$ cat config.mk
export PLATFORM = sky130hd
export DESIGN_NAME = xbar_port_scheduler
export DESIGN_NICKNAME = d
export VERILOG_FILES = /design/src/rtl/xbar_port_scheduler.sv
export SDC_FILE = /design/constraint.sdc
export NUM_CORES = 1
export LEC_CHECK = 0
export CORE_MARGIN = 8
export CORE_UTILIZATION = 37
export DETAILED_ROUTE_END_ITERATION = 7
export GPL_TIMING_DRIVEN = 0
export PLACE_DENSITY_LB_ADDON = 0.15
export SLEW_MARGIN = 0
export SYNTH_ARGS = -nofsm -noshare
export SYNTH_HDL_FRONTEND = slang
export SYNTH_SLANG_ARGS = --single-unit
$ cat constraint.sdc
create_clock -name clock -period 2.2 [get_ports clock]
set_input_delay 0.44 -clock clock [delete_from_list [all_inputs] [get_ports clock]]
set_output_delay 0.44 -clock clock [all_outputs]
set_load 0.005 [all_outputs]
$ cat src/rtl/xbar_port_scheduler.sv
// xbar_port_scheduler: shares one crossbar output port between four input
// requesters. Arbitration is round-robin at packet granularity: the winner
// keeps the grant until its last beat is accepted. Beats pass through one
// registered valid/ready stage to the output link.
module xbar_port_scheduler #(
    parameter int DATA_W    = 32,
    parameter int MAX_BEATS = 16
) (
    input  logic                clock,
    input  logic                reset,
    input  logic [3:0]          in_valid,
    input  logic [3:0]          in_last,
    input  logic [4*DATA_W-1:0] in_data,
    output logic [3:0]          in_ready,
    output logic                out_valid,
    output logic                out_last,
    output logic [DATA_W-1:0]   out_data,
    output logic [1:0]          out_src,
    input  logic                out_ready,
    output logic                busy,
    output logic                len_err
);

    // Wide enough to hold MAX_BEATS itself, where the counter saturates.
    localparam int CNT_W = $clog2(MAX_BEATS) + 1;

    typedef enum logic {
        IDLE = 1'b0,
        XFER = 1'b1
    } state_t;

    state_t              state_q,     state_d;
    logic [1:0]          rr_ptr_q,    rr_ptr_d;
    logic [1:0]          sel_q,       sel_d;
    logic [CNT_W-1:0]    beat_cnt_q,  beat_cnt_d;
    logic                out_valid_q, out_valid_d;
    logic                out_last_q,  out_last_d;
    logic [DATA_W-1:0]   out_data_q,  out_data_d;
    logic [1:0]          out_src_q,   out_src_d;
    logic                len_err_q,   len_err_d;

    logic [DATA_W-1:0]   req_data [4];
    logic [1:0]          winner;
    logic [1:0]          rr_idx;
    logic                sel_ready;
    logic                accept;

    // Split the flat payload bus into one word per requester.
    for (genvar i = 0; i < 4; i++) begin : g_unpack
        assign req_data[i] = in_data[i*DATA_W +: DATA_W];
    end

    // Round-robin pick: scanning from the far end down lets the valid
    // requester closest to rr_ptr_q be the one that sticks.
    always_comb begin
        winner = rr_ptr_q;
        rr_idx = rr_ptr_q;
        for (int k = 3; k >= 0; k--) begin
            rr_idx = rr_ptr_q + 2'(k);
            if (in_valid[rr_idx]) begin
                winner = rr_idx;
            end
        end
    end

    // Next-state, grant and output-register load logic.
    always_comb begin
        // NOTE: every signal driven here gets a default first, so no path
        // leaves a value unassigned and no latch is inferred.
        state_d     = state_q;
        rr_ptr_d    = rr_ptr_q;
        sel_d       = sel_q;
        beat_cnt_d  = beat_cnt_q;
        out_valid_d = out_valid_q;
        out_last_d  = out_last_q;
        out_data_d  = out_data_q;
        out_src_d   = out_src_q;
        len_err_d   = len_err_q;
        in_ready    = 4'b0000;
        sel_ready   = !out_valid_q || out_ready;
        accept      = 1'b0;

        // The output stage drains on its own, independent of the grant.
        if (out_valid_q && out_ready) begin
            out_valid_d = 1'b0;
        end

        case (state_q)
            IDLE: begin
                if (|in_valid) begin
                    sel_d      = winner;
                    state_d    = XFER;
                    beat_cnt_d = '0;
                end
            end
            XFER: begin
                in_ready[sel_q] = sel_ready;
                accept          = in_valid[sel_q] && sel_ready;
                if (accept) begin
                    out_valid_d = 1'b1;
                    out_data_d  = req_data[sel_q];
                    out_last_d  = in_last[sel_q];
                    out_src_d   = sel_q;
                    // Oversized packets still pass; the error is only flagged.
                    if (beat_cnt_q == CNT_W'(MAX_BEATS)) begin
                        len_err_d = 1'b1;
                    end
                    if (in_last[sel_q]) begin
                        state_d  = IDLE;
                        rr_ptr_d = sel_q + 2'd1;
                    end else if (beat_cnt_q != CNT_W'(MAX_BEATS)) begin
                        beat_cnt_d = beat_cnt_q + CNT_W'(1);
                    end
                end
            end
            default: begin
                state_d = IDLE;
            end
        endcase
    end

    // State and output registers; reset drops any partial packet.
    always_ff @(posedge clock) begin
        // NOTE: non-blocking assignments so every register samples the
        // pre-edge values, independent of statement order.
        if (reset) begin
            state_q     <= IDLE;
            rr_ptr_q    <= 2'd0;
            sel_q       <= 2'd0;
            beat_cnt_q  <= '0;
            out_valid_q <= 1'b0;
            out_last_q  <= 1'b0;
            out_data_q  <= '0;
            out_src_q   <= 2'd0;
            len_err_q   <= 1'b0;
        end else begin
            state_q     <= state_d;
            rr_ptr_q    <= rr_ptr_d;
            sel_q       <= sel_d;
            beat_cnt_q  <= beat_cnt_d;
            out_valid_q <= out_valid_d;
            out_last_q  <= out_last_d;
            out_data_q  <= out_data_d;
            out_src_q   <= out_src_d;
            len_err_q   <= len_err_d;
        end
    end

    assign out_valid = out_valid_q;
    assign out_last  = out_last_q;
    assign out_data  = out_data_q;
    assign out_src   = out_src_q;
    assign busy      = (state_q == XFER);
    assign len_err   = len_err_q;

endmodule

==> impl_metrics.csv, run 1 <==
group,metric,value,unit
timing,finalCriticalPeriod,2.15,ns
detailed_routing,first_iter_violations,111,
global_route,antenna_found_initial,0,
power,cellPowerDensity,476,nW/um2
placed_design,post-place-cells,561,
detailed_routing,ant_nets,0,
logic_synthesis,synth-compound-area-share,11.7,%
cts,cts.reportedPaths.clkPinSlew,0.08,ns
floorplan,dieArea,10500,um2
global_route,first_global_vias,3059,
cells_and_area,num-fill-cells,614,
detailed_routing,drt_pass1_iterations,4,
logic_synthesis,synthXorXnorAreaFrac,0,%
timing,layout_worst_path_cycle_share,97.9,%
timing,setup_ws,0.0455,ns
global_route,grt_max_degree,20,
cells_and_area,final_layout_size_suffix_gt1_share,13.8,%
timing,fin_skew,0.00387,ns
floorplan,start_util,38.1,%
cts,clockRootBuffer,"sky130_fd_sc_hd__clkbuf_8",
logic_synthesis,synth.distinct_cells,35,
floorplan,floorplan_row_count,31,
placed_design,buffer_ports.inserted,179,
timing,max_slew_margin,58.9,%
timing,rsz0062_at_grt,"no",
power,share_clk_of_total_power,23.1,%
cells_and_area,layout.cells.non_filler,569,
timing,final-max-slew-violation-count,0,
timing,hold_violations_final,0,
critical_path,critPathRequiredTime,1.76,ns
floorplan,io_pins,181,
timing,fin_worst_hold_slack,0.456,ns
logic_synthesis,dominantRegCellSynth,"sky130_fd_sc_hd__dfxtp_1",
critical_path,endpoint_kind,"output pin",
detailed_routing,wl_per_cell,16.8,um
critical_path,path_cells,"clkdlybuf4s50_1 -> nand2b_4 -> and3_1 -> clkdlybuf4s50_1",
cts,cts.sinks,47,
placed_design,hpwl,7850,um
logic_synthesis,synth.avg_cell_area,9.77,um2
placed_design,place_worst_setup_slack,-0.427,ns
power,p_int,1.69,mW
critical_path,reg2reg_depth,8,
min_path,min_from,"out_data[22]$_SDFFE_PP0P_",
power,leakage,1.73,nW
critical_path,reg2reg_to,"out_data[20]$_SDFFE_PP0P_",
detailed_routing,viasPerCell,5.04,
status,run_status,"complete, no violations",
global_route,overflow,0,
power,post-layout-total-power,2.30,mW
power,combinationalPowerShare,35.6,%
logic_synthesis,portion_of_netlist_area_occupied_by_mux_cells,29.6,%
critical_path,path_common_cell,"sky130_fd_sc_hd__clkdlybuf4s50_1",
critical_path,crit_family,"buffers and inverters",
logic_synthesis,synth.yosys.warnings,0,
cells_and_area,area_growth_syn_to_layout,74.9,%
critical_path,crit_path_max_fanout,7,
flow_run,max_cap_violations,0,
power,power_switching,612,uW
min_path,hold_depth,2,
power,vdd_drop_max,219,uV
critical_path,regToRegSetupSlack,0.14,ns
min_path,hold_class,"reg -> reg",
logic_synthesis,synth.net_count,428,
cells_and_area,layout_commonest_cell,"sky130_fd_sc_hd__clkdlybuf4s50_1",
logic_synthesis,synthArstFlopShare,0,%
critical_path,worst-path-buf-inv,2,
logic_synthesis,main_combinational_cell_family_by_area_after_synthesis,"multiplexers",
cts,ctsLongestPathBuffers,2,
min_path,hold-path-endpoint,"out_data[22]$_SDFFE_PP0P_",
floorplan,die_w,102,um
cells_and_area,number_of_nets_in_the_final_layout,615,
detailed_routing,drc,0,
logic_synthesis,synth_simple_gate_area_share,16.2,%
cells_and_area,final_area,4830,um2
global_route,grtUsageTotal,18.3,%
cts,total_cts_buffers,5,
logic_synthesis,postSynthCellCount,283,
timing,setup_total_negative_slack,0,ns
logic_synthesis,synth-edff-count,0,
critical_path,data_arrival_at_the_endpoint_of_the_critical_path,1.71,ns
critical_path,slowest_delay,0.50,ns
cells_and_area,final_cell_mix,"sky130_fd_sc_hd__clkdlybuf4s50_1 (176), sky130_fd_sc_hd__nand2_1 (72), sky130_fd_sc_hd__dfxtp_1 (45)",
timing,final-setup-viol-count,0,
logic_synthesis,sequential_fraction_of_the_synthesis_area,34.0,%
placed_design,final_gp_congestion,0.753,
floorplan,core_area,7250,um2
power,seqPwrFrac,41.3,%
cells_and_area,post-route-util,66.6,%
logic_synthesis,synth-adder-area-share,2.72,%
detailed_routing,via_count,2869,
cts,worstSkewPairLatency,0.30,ns
floorplan,die-height,102,um
cts,cts-htree-levels,2,
timing,worst_pin_slew,0.616,ns
logic_synthesis,yosysTopAreaCellShare,34.0,%
timing,timing.fmax,464,MHz
placed_design,place_area,4680,um2
logic_synthesis,synth.area.top_cells,"sky130_fd_sc_hd__dfxtp_1 (34%), sky130_fd_sc_hd__mux4_2 (28%), sky130_fd_sc_hd__nand2_1 (9.8%)",
cells_and_area,insertedDiodeCount,0,
critical_path,cp_slowest_cell,"sky130_fd_sc_hd__clkdlybuf4s50_1",
power,power.share.switching,26.6,%
logic_synthesis,synth.largest_area_cell,"sky130_fd_sc_hd__dfxtp_1",
logic_synthesis,synth.cell_area,2760,um2
global_route,grt_first_pass_wirelength,15000,um
critical_path,origin_of_the_critical_flop_to_flop_path,"sel_q[0]$_SDFFE_PP0P_",
detailed_routing,wl,9540,um
critical_path,cp-start-kind,"input pin",
logic_synthesis,ys_seq_elements,47,
critical_path,critical_path_class,"in -> out",
cts,cts_tree,"built",
## metal layers
layer / global-route usage, % / vias to the layer above / share of wire, %
li1: - / 1399 / -
met3: 6.88 / 8 / 10
met1: 19.7 / 1348 / 38
met5: 0 / - / 0
met4: 6.43 / 0 / 1.3
met2: 32.0 / 114 / 51
## worst reg2reg max path, delay by kind of cell (launching register included)
kind | cells | cell delay, ns
AOI/OAI and AO/OA | 1 | 0.14
and+or+nand+nor | 2 | 0.22
buffers and inverters | 4 | 0.65
DFF | 1 | 0.38
muxes | 1 | 0.58
## worst max path at each step
| stage | to | startpoint | depth (start not counted) | slack, ns |
|---|---|---|---|---|
| CTS | in_ready[0] | out_ready | 4 | 0.0004 |
| detailed placement | in_ready[1] | sel_q[1]$_SDFFE_PP0P_ | 6 | -0.43 |
| global route | in_ready[2] | sel_q[0]$_SDFFE_PP0P_ | 5 | 0.008 |
| global placement | in_ready[1] | sel_q[1]$_SDFFE_PP0P_ | 6 | -0.43 |
| floorplan | in_ready[1] | sel_q[1]$_SDFFE_PP0P_ | 5 | 0.41 |
| finish | in_ready[2] | out_ready | 4 | 0.05 |
## final cells by class
cell class,instances,area [um2],share of cell area (%)
multi-input cells,205,1680,34.7
repair buffers,183,1830,37.8
well taps,99,124,2.56
clock inverters,1,5.00,0.104
inverters,8,30.0,0.621
plain buffers,20,141,2.93
clock buffers,6,82.6,1.71
flip-flops and latches,47,946,19.6
## logic make-up (layout without fill, tap and decap cells)
| logic type | count (synthesis) | in the layout |
|---|---|---|
| AOI/OAI and AO/OA | 57 | 57 |
| adders and majority gates | 6 | 6 |
| buffers and inverters | 31 | 218 |
| DFF | 47 | 47 |
| muxes | 39 | 39 |
| and+or+nand+nor | 103 | 103 |
## synth_stat cells, types with 3 or more instances
master / instances
sky130_fd_sc_hd__mux4_2: 34
sky130_fd_sc_hd__buf_6: 3
sky130_fd_sc_hd__buf_2: 7
sky130_fd_sc_hd__buf_4: 3
sky130_fd_sc_hd__nand2b_1: 3
sky130_fd_sc_hd__ha_1: 6
sky130_fd_sc_hd__and3_1: 5
sky130_fd_sc_hd__nand3_1: 4
sky130_fd_sc_hd__clkbuf_1: 7
sky130_fd_sc_hd__nor3_1: 3
sky130_fd_sc_hd__o31ai_1: 3
sky130_fd_sc_hd__buf_1: 3
sky130_fd_sc_hd__nand2_1: 72
sky130_fd_sc_hd__a31oi_1: 3
sky130_fd_sc_hd__a21oi_1: 40
sky130_fd_sc_hd__dfxtp_1: 47
sky130_fd_sc_hd__mux2i_1: 3
sky130_fd_sc_hd__nor2_1: 6
sky130_fd_sc_hd__inv_1: 8
sky130_fd_sc_hd__or4_1: 3
## power groups by stage
stage	logic (mW)	registers [mW]	clock network, mW
after floorplan	0.362	0.967	0
after global placement	0.799	0.963	0
after detailed placement	0.814	0.966	0
after CTS	0.825	0.949	0.540
after global routing	0.893	0.958	0.582
final	0.819	0.949	0.531
## flip-flops by register name (all words and copies together), names as in the netlist
signal and count:
len_err 1, out_valid 1, sel_q 2, busy 1
out_src 2, beat_cnt_q 5, rr_ptr_q 2, out_data 32
out_last 1
## what timing repair did
item / 4_1_cts / 5_1_grt
hold buffers: 0 / 0
setup endpoints to repair: 4 / 5
setup buffers: 2 / 2
gates resized for setup: 11 / 7
(Power assumes the default switching activity.)
==> inputs of run 2 (changes only) <==
--- a/config.mk
+++ b/config.mk
@@ -5,10 +5,10 @@
 export SDC_FILE = /design/constraint.sdc
 export NUM_CORES = 1
 export LEC_CHECK = 0
+export CAP_MARGIN = 40
 export CORE_MARGIN = 8
 export CORE_UTILIZATION = 37
 export DETAILED_ROUTE_END_ITERATION = 7
-export GPL_TIMING_DRIVEN = 0
 export PLACE_DENSITY_LB_ADDON = 0.15
 export SLEW_MARGIN = 0
 export SYNTH_ARGS = -nofsm -noshare
==> impl_metrics.csv, run 2 (synthesis gave the netlist of run 1 again) <==
group,metric,value,unit
timing,worst_pin_slew,0.476,ns
timing,max_slew_margin,68.0,%
cts,cts.sinks,47,
timing,setup_total_negative_slack,0,ns
detailed_routing,via_count,2890,
timing,final-setup-viol-count,0,
cts,cts-htree-levels,2,
critical_path,data_arrival_at_the_endpoint_of_the_critical_path,1.70,ns
global_route,first_global_vias,3190,
critical_path,cp-start-kind,"input pin",
floorplan,start_util,38.1,%
placed_design,hpwl,7870,um
global_route,grt_max_degree,23,
cts,cts_tree,"built",
cells_and_area,final_cell_mix,"sky130_fd_sc_hd__clkdlybuf4s50_1 (177), sky130_fd_sc_hd__nand2_1 (72), sky130_fd_sc_hd__dfxtp_1 (45)",
timing,final-max-slew-violation-count,0,
power,vdd_drop_max,220,uV
cells_and_area,area_growth_syn_to_layout,73.8,%
critical_path,critPathRequiredTime,1.76,ns
cts,cts.reportedPaths.clkPinSlew,0.08,ns
detailed_routing,first_iter_violations,101,
critical_path,critical_path_class,"in -> out",
timing,hold_violations_final,0,
floorplan,floorplan_row_count,31,
power,post-layout-total-power,2.24,mW
cells_and_area,number_of_nets_in_the_final_layout,614,
detailed_routing,viasPerCell,5.10,
detailed_routing,ant_nets,0,
floorplan,dieArea,10500,um2
timing,fin_skew,0.00579,ns
floorplan,die_w,102,um
cells_and_area,post-route-util,66.2,%
detailed_routing,drc,0,
cells_and_area,insertedDiodeCount,0,
cells_and_area,final_layout_size_suffix_gt1_share,14.5,%
detailed_routing,wl_per_cell,16.8,um
cts,total_cts_buffers,5,
detailed_routing,drt_pass1_iterations,4,
global_route,grt_first_pass_wirelength,15300,um
floorplan,core_area,7250,um2
cts,worstSkewPairLatency,0.29,ns
placed_design,final_gp_congestion,0.747,
global_route,grtUsageTotal,18.4,%
placed_design,buffer_ports.inserted,180,
timing,layout_worst_path_cycle_share,97.3,%
floorplan,die-height,102,um
status,run_status,"complete, no violations",
timing,rsz0062_at_grt,"no",
detailed_routing,wl,9510,um
cells_and_area,layout_commonest_cell,"sky130_fd_sc_hd__clkdlybuf4s50_1",
critical_path,endpoint_kind,"output pin",
timing,fin_worst_hold_slack,0.456,ns
cts,clockRootBuffer,"sky130_fd_sc_hd__clkbuf_8",
flow_run,max_cap_violations,0,
cells_and_area,number_of_flip_flops_in_the_largest_register,32,
timing,finalCriticalPeriod,2.14,ns
power,cellPowerDensity,467,nW/um2
global_route,antenna_found_initial,0,
cts,ctsLongestPathBuffers,2,
min_path,hold_class,"reg -> reg",
timing,timing.fmax,467,MHz
floorplan,io_pins,181,
power,leakage,1.72,nW
critical_path,crit_path_max_fanout,5,
global_route,overflow,0,
## run 2: cell types whose count changed in the layout (fill, tap and decap cells not counted), sizes merged
| cell | before | now |
|---|---|---|
| clkinv | 1 | 0 |
| buf | 18 | 23 |
| clkbuf | 12 | 6 |
| dlymetal6s2s | 2 | 1 |
| clkdlybuf4s50 | 176 | 177 |
## run 2: final timing paths
check | depth (start not counted) | from | endpoint | slack, ns
worst max-delay path | 4 | out_ready | in_ready[2] | 0.06
worst min-delay path | 2 | out_data[11]$_SDFFE_PP0P_ | out_data[11]$_SDFFE_PP0P_ | 0.46
worst max register to register | 3 | sel_q[0]$_SDFFE_PP0P_ | beat_cnt_q[3]$_SDFFE_PP0P_ | 0.39
worst min register to register | 2 | out_data[11]$_SDFFE_PP0P_ | out_data[11]$_SDFFE_PP0P_ | 0.46
## run 2: cell type report
cell class                 instances  area (um2)
sequential                        47         943
multi-input combinational        205        1670
fill                             609        2450
tap                               99         124
timing repair buffer             202        1960
inverter                           8        30.0
clock buffer                       6        72.6
## run 2: per-layer routing
metal	share of wire (%)	vias up	track usage (%)
met2	52	114	34.0
met3	10	6	7.29
met4	0.96	0	4.97
met1	37	1376	18.7
met5	0	-	0
li1	-	1394	-
## run 2: worst max-delay path, cell delays in order
cell	delay [ns]
sky130_fd_sc_hd__clkdlybuf4s50_1	0.47
sky130_fd_sc_hd__nand2b_4	0.14
sky130_fd_sc_hd__and3_1	0.15
sky130_fd_sc_hd__clkdlybuf4s50_1	0.50
## run 2: metrics by stage
stage / area (um2) / cells / setup slack, ns
6_report: 4800 / 567 / 0.0593
4_1_cts: 4790 / 565 / 0.0235
3_3_place_gp: 4710 / 559 / -0.0911
2_1_floorplan: 2760 / 283 / 0.412
3_5_place_dp: 4710 / 559 / -0.101
5_1_grt: 4800 / 567 / 0.0144
## run 2: where the power goes
group | total, mW | internal [mW] | switching, mW
Sequential | 0.959 | 0.911 | 0.0474
Clock | 0.484 | 0.212 | 0.272
Combinational | 0.800 | 0.523 | 0.277
Total | 2.24 | 1.65 | 0.596
## run 2: repair_timing
| action | 4_1_cts | 5_1_grt |
|---|---|---|
| setup endpoints to repair | 4 | 2 |
| resized for setup | 3 | 1 |
| buffers inserted | 0 | 2 |
| hold buffers | 0 | 0 |
| endpoints found under the hold margin | 0 | 0 |
| gates cloned | 0 | 0 |
